<file path="src/rtl/agc_seq_pkg.sv">
// Shared types and default durations for the AGC power/start sequencer.
package agc_seq_pkg;

  typedef enum logic [2:0] {
    StRstHold  = 3'd0,
    StStrtHold = 3'd1,
    StRun      = 3'd2,
    StStandby  = 3'd3,
    StWake     = 3'd4
  } seq_state_t;

  localparam int unsigned DefRstCycles   = 64;
  localparam int unsigned DefStrt2Cycles = 409600;
  localparam int unsigned DefWakeCycles  = 2048;
  localparam int unsigned DefSbyFilt     = 16;

  function automatic int unsigned max3(input int unsigned a, input int unsigned b,
                                       input int unsigned c);
    int unsigned m;
    m = (a > b) ? a : b;
    return (m > c) ? m : c;
  endfunction

endpackage

</file>
<file path="src/rtl/level_filter.sv">
// Consecutive-sample level filter: hit pulses on the tick that completes FILT
// matching samples in a row.
module level_filter #(
  parameter int unsigned FILT = 16
) (
  input  logic clk,
  input  logic rst_n,
  input  logic tick,
  input  logic en,
  input  logic clr,
  input  logic din,
  input  logic target,
  output logic hit
);

  localparam int unsigned CntW = $clog2(FILT + 1);

  logic [CntW-1:0] cnt_q, cnt_d;
  logic            match;

  assign match = (din == target);
  // Kept independent of clr: clr is derived from the state change that hit causes.
  assign hit   = tick && en && match && (cnt_q >= CntW'(FILT - 1));

  always_comb begin
    cnt_d = cnt_q;
    if (clr) begin
      cnt_d = '0;
    end else if (tick && en) begin
      if (!match) begin
        cnt_d = '0;
      end else if (cnt_q != CntW'(FILT)) begin
        cnt_d = cnt_q + CntW'(1);
      end
    end
  end

  always_ff @(posedge clk or negedge rst_n) begin
    if (!rst_n) begin
      cnt_q <= '0;
    end else begin
      cnt_q <= cnt_d;
    end
  end

endmodule

</file>
<file path="src/rtl/agc_power_seq.sv">
// AGC power/start sequencer: sequences sim reset, switched +4V, STRT2 and
// standby on B8 ticks, with monitor-driven restart.
module agc_power_seq
  import agc_seq_pkg::*;
#(
  parameter int unsigned RST_CYCLES   = DefRstCycles,
  parameter int unsigned STRT2_CYCLES = DefStrt2Cycles,
  parameter int unsigned WAKE_CYCLES  = DefWakeCycles,
  parameter int unsigned SBY_FILT     = DefSbyFilt
) (
  input  logic       clk,
  input  logic       rst_n,
  input  logic       b8_tick,
  input  logic       sbyrel_n,
  input  logic       force_restart,
  output logic       sim_rst,
  output logic       p4vsw,
  output logic       strt2,
  output logic [2:0] state
);

  localparam int unsigned MaxCycles = max3(RST_CYCLES, STRT2_CYCLES, WAKE_CYCLES);
  localparam int unsigned CntW      = $clog2(MaxCycles + 1);

  seq_state_t      state_q, state_d;
  logic [CntW-1:0] dur_q, dur_d;
  logic [CntW-1:0] limit;
  logic            timed;
  logic            restart;
  logic            filt_en, filt_clr, filt_hit;
  logic            sim_rst_q, sim_rst_d;
  logic            p4vsw_q, p4vsw_d;
  logic            strt2_q, strt2_d;

  assign filt_en  = (state_q == StRun) || (state_q == StStandby);
  assign restart  = force_restart && (state_q != StRstHold);
  assign filt_clr = (state_d != state_q) || restart;

  level_filter #(
    .FILT (SBY_FILT)
  ) u_sby_filter (
    .clk    (clk),
    .rst_n  (rst_n),
    .tick   (b8_tick),
    .en     (filt_en),
    .clr    (filt_clr),
    .din    (sbyrel_n),
    .target (state_q == StStandby),
    .hit    (filt_hit)
  );

  always_comb begin
    state_d = state_q;
    dur_d   = dur_q;
    limit   = '0;
    timed   = 1'b0;

    unique case (state_q)
      StRstHold: begin
        limit = CntW'(RST_CYCLES - 1);
        timed = 1'b1;
        if (b8_tick && dur_q == limit) state_d = StStrtHold;
      end
      StStrtHold: begin
        limit = CntW'(STRT2_CYCLES - 1);
        timed = 1'b1;
        if (b8_tick && dur_q == limit) state_d = StRun;
      end
      StRun: begin
        if (filt_hit) state_d = StStandby;
      end
      StStandby: begin
        if (filt_hit) state_d = StWake;
      end
      StWake: begin
        limit = CntW'(WAKE_CYCLES - 1);
        timed = 1'b1;
        if (b8_tick && dur_q == limit) state_d = StRun;
      end
      default: state_d = StRstHold;
    endcase

    if (timed && b8_tick) dur_d = dur_q + CntW'(1);

    // Restart overrides any same-cycle expiry or standby decision.
    if (restart) state_d = StStrtHold;
    if (restart || state_d != state_q) dur_d = '0;
  end

  always_comb begin
    sim_rst_d = (state_d == StRstHold);
    p4vsw_d   = (state_d == StStrtHold) || (state_d == StRun) || (state_d == StWake);
    strt2_d   = (state_d == StRstHold) || (state_d == StStrtHold) || (state_d == StWake);
  end

  always_ff @(posedge clk or negedge rst_n) begin
    if (!rst_n) begin
      state_q   <= StRstHold;
      dur_q     <= '0;
      sim_rst_q <= 1'b1;
      p4vsw_q   <= 1'b0;
      strt2_q   <= 1'b1;
    end else begin
      state_q   <= state_d;
      dur_q     <= dur_d;
      sim_rst_q <= sim_rst_d;
      p4vsw_q   <= p4vsw_d;
      strt2_q   <= strt2_d;
    end
  end

  assign sim_rst = sim_rst_q;
  assign p4vsw   = p4vsw_q;
  assign strt2   = strt2_q;
  assign state   = state_q;

endmodule

</file>
<file path="config.mk">
export PLATFORM = sky130hd
export DESIGN_NAME = agc_power_seq
export DESIGN_NICKNAME = d
export VERILOG_FILES = /design/src/rtl/agc_seq_pkg.sv /design/src/rtl/level_filter.sv /design/src/rtl/agc_power_seq.sv
export SDC_FILE = /design/constraint.sdc
export NUM_CORES = 1
export LEC_CHECK = 0
export CORE_ASPECT_RATIO = 0.9
export CORE_UTILIZATION = 65
export CTS_BUF_LIST = sky130_fd_sc_hd__clkbuf_4 sky130_fd_sc_hd__clkbuf_8
export CTS_CLUSTER_SIZE = 14
export DETAILED_ROUTE_END_ITERATION = 8
export DONT_BUFFER_PORTS = 1
export PLACE_DENSITY = 0.87
export SYNTH_ARGS = -nofsm -noshare
export SYNTH_HDL_FRONTEND = slang
export SYNTH_SLANG_ARGS = --single-unit
</file>
<file path="constraint.sdc">
create_clock -name clk -period 3 [get_ports clk]
set_input_delay 0.6 -clock clk [delete_from_list [all_inputs] [get_ports clk]]
set_output_delay 0.6 -clock clk [all_outputs]
set_load 0.02 [all_outputs]
</file>
==> results of run 1 <==
==> layer usage <==
layer / vias to the layer above / wire, um / part of all wire (%)
li1: 690 / - / -
met1: 683 / 1532 / 45
met2: 46 / 1580 / 47
met3: 6 / 209 / 6.2
met4: 0 / 54 / 1.6
met5: - / 0 / 0
==> repair_timing <==
action | in CTS | in global routing
hold buffers | 1 | 0
gates resized for setup | 0 | 0
endpoints found under the hold margin | 28 | 0
buffers inserted | 0 | 0
endpoints found under the setup margin | 0 | 0
==> critical path, stage by stage (launching register included) <==
cell and delay, ns:
dfrtp_1 0.44, ha_1 0.25, and3_1 0.19, ha_1 0.21, o311ai_0 0.61, nand3_1 0.15, nand2_1 0.11, o211ai_2 0.19
buf_4 0.26, nor2_1 0.12
==> final timing paths <==
check,to,depth (start not counted),slack [ns]
max,dur_q[15]$_DFFE_PN0P_,9,0.41
min,dur_q[6]$_DFFE_PN0P_,1,0.06
max reg2reg,dur_q[15]$_DFFE_PN0P_,9,0.41
min reg2reg,dur_q[1]$_DFFE_PN0P_,2,0.58
max in group asynchronous,dur_q[0]$_DFFE_PN0P_,1,2.78
min in group clk,state[2]$_DFF_PN0_,1,0.41
==> final cells by class <==
cell class                 count  area share (%)
timing repair buffer           3           1.883
sequential                    30           40.48
tap                           28           1.883
inverter                       9           1.816
clock buffer                   8           3.564
multi-input combinational    146           50.37
==> power by group <==
group | internal, uW | switching (uW) | leakage [uW] | total (uW)
Combinational | 50.6 | 57.7 | 0.000337 | 108
Sequential | 427 | 22.4 | 0.000398 | 449
Clock | 134 | 138 | 0.0000394 | 271
==> registers in the layout, summed over array words and instances (netlist names) <==
name	count
dur_q	19
u_sby_filter.cnt_q	5
state	3
p4vsw	1
sim_rst	1
strt2	1
==> kinds of logic (layout without fill, tap and decap cells) <==
group | Yosys count | count (layout)
xor gates and xnor gates | 20 | 20
buffers and inverters | 15 | 20
DFF | 30 | 30
AOI/OAI and AO/OA | 25 | 25
adders and majority gates | 4 | 4
muxes | 2 | 2
and+or+nand+nor | 95 | 95
==> through the flow <==
stage	area, um2	hold WS, ns
6_report	1861	0.06362
5_1_grt	1861	0.05752
3_3_place_gp	1774	0.3050
3_5_place_dp	1774	0.3050
4_1_cts	1861	0.06315
2_1_floorplan	1763	0.3044
==> placed cells by master (no fill, tap or decap), types with 4 or more instances in the layout <==
| cell type | instances |
|---|---|
| inv_1 | 9 |
| nand3_1 | 6 |
| nand4_1 | 8 |
| a21oi_1 | 4 |
| ha_1 | 4 |
| clkbuf_4 | 7 |
| and3_1 | 4 |
| nor3_1 | 8 |
| xnor2_1 | 10 |
| nor2_1 | 30 |
| xor2_1 | 10 |
| dfrtp_1 | 28 |
| nand2_1 | 16 |
==> flow_summary.toml, run 1 <==
[layout]
drive_gt1_share_pct = 9.184
utilization_pct = 74.13
n_fill_cell = 182
area_growth_pct = 5.536
multiInputGateArea_um2 = 937.1
fin_nets = 204
post_layout_nonfiller_instances = 224
num_antenna_cells = 0
seq_area_um2 = 753.2

[critical_path]
cp-start-kind = "register"
worst-path-max-fanout = 15
critical_path_arrival_ns = 2.87
critPathCaptureType = "register"
worstSetupPathType = "register to register"
rr_startpoint = "u_sby_filter.cnt_q[0]$_DFFE_PN0P_"
critical_path.startpoint = "u_sby_filter.cnt_q[0]$_DFFE_PN0P_"
worstPathRequired_ns = 3.27

[floorplanning]
dieArea_um2 = 2925
io_pins = 11
die_y_um = 51.41
placementRows = 17
die_x_um = 56.90
initial_core_util_pct = 70.24
core_um2 = 2510

[clock_tree]
insertion_delay_ns = 0.34
cts_inserted_buffers = 5
numClockSinks = 30
path_clk_slew_ns = 0.09
h-tree-depth = 2
cts_root_buf = "clkbuf_4"
cts_tree = "built"
clk_path_buf_depth = 2

[synthesis]
synth_area_um2 = 1763
synth_edf_count = 0
yosys-top-cells-area = "dfrtp_1 40%, nor2_1 6.4%, xnor2_1 5.0%"
synth-simple-area-share_pct = 28.53
synth_cells = 191
syn-num-nets = 200
yosysSeqAreaShare_pct = 42.73
yosys_register_bits = 30
muxShareOfSynthArea_pct = 1.136
yosys-top-cells-count = "30 x nor2_1, 28 x dfrtp_1, 16 x nand2_1"
yosysWarnings = 0
synth_top_area_share_pct = 39.74
synth_adder_area_share_pct = 2.839
async_flop_share_pct = 100.0
yosysMostFrequentCell = "nor2_1"
synth.distinct_cells = 46
yosys.area.top_type = "dfrtp_1"
synthXorXnorAreaFrac_pct = 9.936
synth_compound_area_share_pct = 10.72
synth-main-ff-cell = "dfrtp_1"
synth_top_family_by_area = "simple AND/OR/NAND/NOR gates"
syn_area_per_cell_um2 = 9.230

[global_routing]
grt_pass1_wl_mm = 5.740
grt_overflow = 0
grt_max_degree = 29
met2_usage_pct = 43.33
grt_use_met1_pct = 32.41
grt_pass1_vias = 1323
antenna_found_initial = 0
grt_busiest_layer = "met2"
use_met3_pct = 10.63
grtUsageTotal_pct = 26.84

[timing]
setup-violations-final = 0
fmax_mhz = 385.4
post-route-min-period_ns = 2.595
finalHoldViolations = 0
period_share_pct = 86.49
grt_setup_unrepaired = "no"
tightest_slew_ns = 0.6528
relSlewSlack_pct = 55.93
setup_ws_ns = 0.4052
worst_clock_skew_ns = 0.009597
fin_tns_setup_ns = 0
finalMaxSlewViolations = 0

[drt]
vias = 1425
dr.first_iter.drc_count = 77
first_pass_iters = 6
avgViaCountPerCell = 6.362
avgRoutedWirePerCell_um = 15.08
wl_mm = 3.377
ant_nets = 0
drc = 5

[placed_design]
dp_hpwl_mm = 2.442
gp_congestion = 0.8551
place_ws_ns = 0.4334
port_buffers = 0
placed_cells = 215

[power]
power.density_nw_per_um2 = 445.5
p_leak_uw = 0.0007737
total_power_uw = 828.9
vdd_ir_drop_max_uv = 352.6

[min_path]
hp-class = "input port to async pin"

[job]
maxCapViolCount = 0

[outcome]
status = "finished with violations"
violations = "design-rule violations"
(Power assumes the default switching activity.)
==> inputs of run 2 (changes only) <==
--- a/config.mk
+++ b/config.mk
@@ -12,6 +12,8 @@
 export DETAILED_ROUTE_END_ITERATION = 8
 export DONT_BUFFER_PORTS = 1
 export PLACE_DENSITY = 0.87
+export RECOVER_POWER = 100
 export SYNTH_ARGS = -nofsm -noshare
 export SYNTH_HDL_FRONTEND = slang
+export SYNTH_HIERARCHICAL = 1
 export SYNTH_SLANG_ARGS = --single-unit
==> run 2 against run 1 <==
Effect of this change:
- the flow finishes with violations (max-capacitance violations, max-slew violations)
- hold slack improved by 0.026 ns
- register-to-register slack worse by 0.21 ns
- sequential share of layout area rose by 1.4 points
- die area fell by 1.2%
- non-clock buffer count grew 2
- sequential power down 8.9%
- total power down 14%
- synthesized cell count is 7.3% lower
- worst setup slack got worse by 0.21 ns
- utilization shrank 1.8 points
==> flow_summary.toml, run 2 <==
[outcome]
status = "finished with violations"
violations = "max-capacitance violations, max-slew violations"

[synthesis]
yosys_register_bits = 30
synth_cells = 177
yosys-top-cells-count = "28 x dfrtp_1, 24 x nor2_1, 15 x nand2_1"
synth-main-ff-cell = "dfrtp_1"
synth_top_area_share_pct = 40.26
syn-num-nets = 186
yosysMostFrequentCell = "dfrtp_1"
synth.distinct_cells = 48
syn_area_per_cell_um2 = 9.833
yosysWarnings = 6
yosys.area.top_type = "dfrtp_1"
synth_edf_count = 0
yosysSeqAreaShare_pct = 43.28
async_flop_share_pct = 100.0
yosys-top-cells-area = "dfrtp_1 40%, xor2_1 6.5%, nor2_1 5.2%"
synth_area_um2 = 1740

[layout]
final_cell_mix = "28 x dfrtp_1, 24 x nor2_1, 15 x nand2_1"
num_antenna_cells = 0
post_layout_nonfiller_instances = 211
largest_register_ff_count = 19
drive_gt1_share_pct = 13.11
final_common_cell = "dfrtp_1"
fin_nets = 191
area_growth_pct = 3.451
max_flop_register = "dur_q"

[floorplanning]
die_x_um = 56.55
die_y_um = 51.09
placementRows = 17
core_um2 = 2489
dieArea_um2 = 2889
initial_core_util_pct = 69.93
io_pins = 11

[timing]
finalHoldViolations = 0
worst_clock_skew_ns = 0.01493
finalMaxSlewViolations = 29
setup_ws_ns = 0.1978
fin_tns_setup_ns = 0
grt_setup_unrepaired = "no"
setup-violations-final = 0
tightest_slew_ns = 1.514
fmax_mhz = 356.9
post-route-min-period_ns = 2.802
relSlewSlack_pct = -0.9502
period_share_pct = 93.41

[critical_path]
critPathMaxStageDelay_ns = 0.45
critical_path_buf_inv_count = 0
rr_startpoint = "u_sby_filter/cnt_q[1]$_DFFE_PN0P_"
crit-reg2reg-capture = "u_sby_filter/cnt_q[0]$_DFFE_PN0P_"
r2r_cells = 11
critPathTopFamily = "compound AO/OA/AOI/OAI gates"
worstSetupPathType = "register to register"
critical_path_arrival_ns = 3.09
crit_chain = "ha_1, and3_1, ha_1, a211oi_1, nor3_1, and2_2, o21ai_0, a32o_1, nand4_2, o31ai_1, mux2_2"
cp-start-kind = "register"
critPathSlowestCell = "o31ai_1"
worst-path-max-fanout = 6
rrSetupSlack_ns = 0.20
critical_path.startpoint = "u_sby_filter/cnt_q[1]$_DFFE_PN0P_"
worstPathRequired_ns = 3.29
critPathCaptureType = "register"
crit_top_cell = "ha_1"

[drt]
first_pass_iters = 4
wl_mm = 3.388
avgViaCountPerCell = 6.265
dr.first_iter.drc_count = 95
vias = 1322
avgRoutedWirePerCell_um = 16.06
ant_nets = 0
drc = 0

[global_routing]
grt_pass1_wl_mm = 5.775
grt_pass1_vias = 1277
grt_use_met1_pct = 33.67
grt_overflow = 0
met2_usage_pct = 42.35
grtUsageTotal_pct = 27.44
grt_busiest_layer = "met2"
grt_max_degree = 29
use_met3_pct = 9.367
antenna_found_initial = 0

[clock_tree]
numClockSinks = 30
cts_root_buf = "clkbuf_4"
cts_tree = "built"
clk_path_buf_depth = 2
h-tree-depth = 2
path_clk_slew_ns = 0.10
cts_inserted_buffers = 5
insertion_delay_ns = 0.34
cts.repair.resized = 0

[job]
maxCapViolCount = 1

[power]
power.density_nw_per_um2 = 394.1
total_power_uw = 709.5
switching_share_pct = 24.01
p_leak_uw = 0.0007832
clockPowerShare_pct = 37.7
vdd_ir_drop_max_uv = 354.4
combPwrFrac_pct = 4.6
seqPwrFrac_pct = 57.7
p_sw_uw = 170.3
p_int_uw = 539.2

[placed_design]
gp_congestion = 0.8616
port_buffers = 0
dp_hpwl_mm = 2.295
place_ws_ns = 0.2673
placed_cells = 202

[min_path]
hp-class = "input port to async pin"
run 2: repair_timing:
| item | 4_1_cts | 5_1_grt |
|---|---|---|
| buffers inserted | 0 | 0 |
| endpoints found under the setup margin | 0 | 0 |
| hold buffers | 1 | 0 |
| hold endpoints to repair | 28 | 0 |
run 2: worst max-delay path by stage:
stage / end / slack, ns / cells past startpoint
after detailed placement: u_sby_filter/cnt_q[0]$_DFFE_PN0P_ / 0.27 / 11
after CTS: u_sby_filter/cnt_q[0]$_DFFE_PN0P_ / 0.22 / 11
after global routing: u_sby_filter/cnt_q[0]$_DFFE_PN0P_ / 0.02 / 11
final: u_sby_filter/cnt_q[0]$_DFFE_PN0P_ / 0.20 / 11
after floorplan: u_sby_filter/cnt_q[0]$_DFFE_PN0P_ / 0.11 / 13
after global placement: u_sby_filter/cnt_q[0]$_DFFE_PN0P_ / 0.38 / 11
run 2: routing by layer:
metal,wire length [um],share of wire [%],vias up
li1,-,-,635
met1,1510,45,617
met2,1589,47,60
met3,214,6.3,10
met4,74,2.2,0
met5,0,0,-
run 2: layout make-up:
type	count	area (um2)
clock buffer	7	58.81
clock inverter	1	5.005
inverter	7	26.28
multi-input combinational	133	898.4
tap	28	35.03
fill	175	688.2
sequential	30	753.2
timing repair buffer	5	23.77
run 2: metrics by stage:
step	util (%)	cell area, um2	hold WS (ns)
2_1_floorplan	-	1740	0.3044
3_3_place_gp	70.04	1743	0.3049
3_5_place_dp	70.04	1743	0.3050
4_1_cts	73.40	1827	0.05952
5_1_grt	72.35	1800	0.06233
6_report	72.35	1800	0.08971
run 2: power by group through the flow:
stage               clock (uW)  combinational, uW  sequential, uW
global route               290               37.0             410
global placement             0               23.8             417
floorplan                    0               24.4             417
detailed placement           0               25.2             417
CTS                        271               36.1             409
finish                     268               32.8             409
run 2: kinds of logic after synthesis:
group / synth area share [%]
simple gates: 29.40
flops: 43.28
compound gates: 8.700
xor+xnor: 9.993
buf+inv: 5.105
fa+ha+maj: 2.876
mux: 0.6470
run 2: worst reg2reg max path, cell delays in order, from the launching register on:
cell	delay, ns
dfrtp_1	0.44
ha_1	0.23
and3_1	0.18
ha_1	0.18
a211oi_1	0.22
nor3_1	0.10
and2_2	0.23
o21ai_0	0.15
a32o_1	0.16
nand4_2	0.19
o31ai_1	0.45
mux2_2	0.23
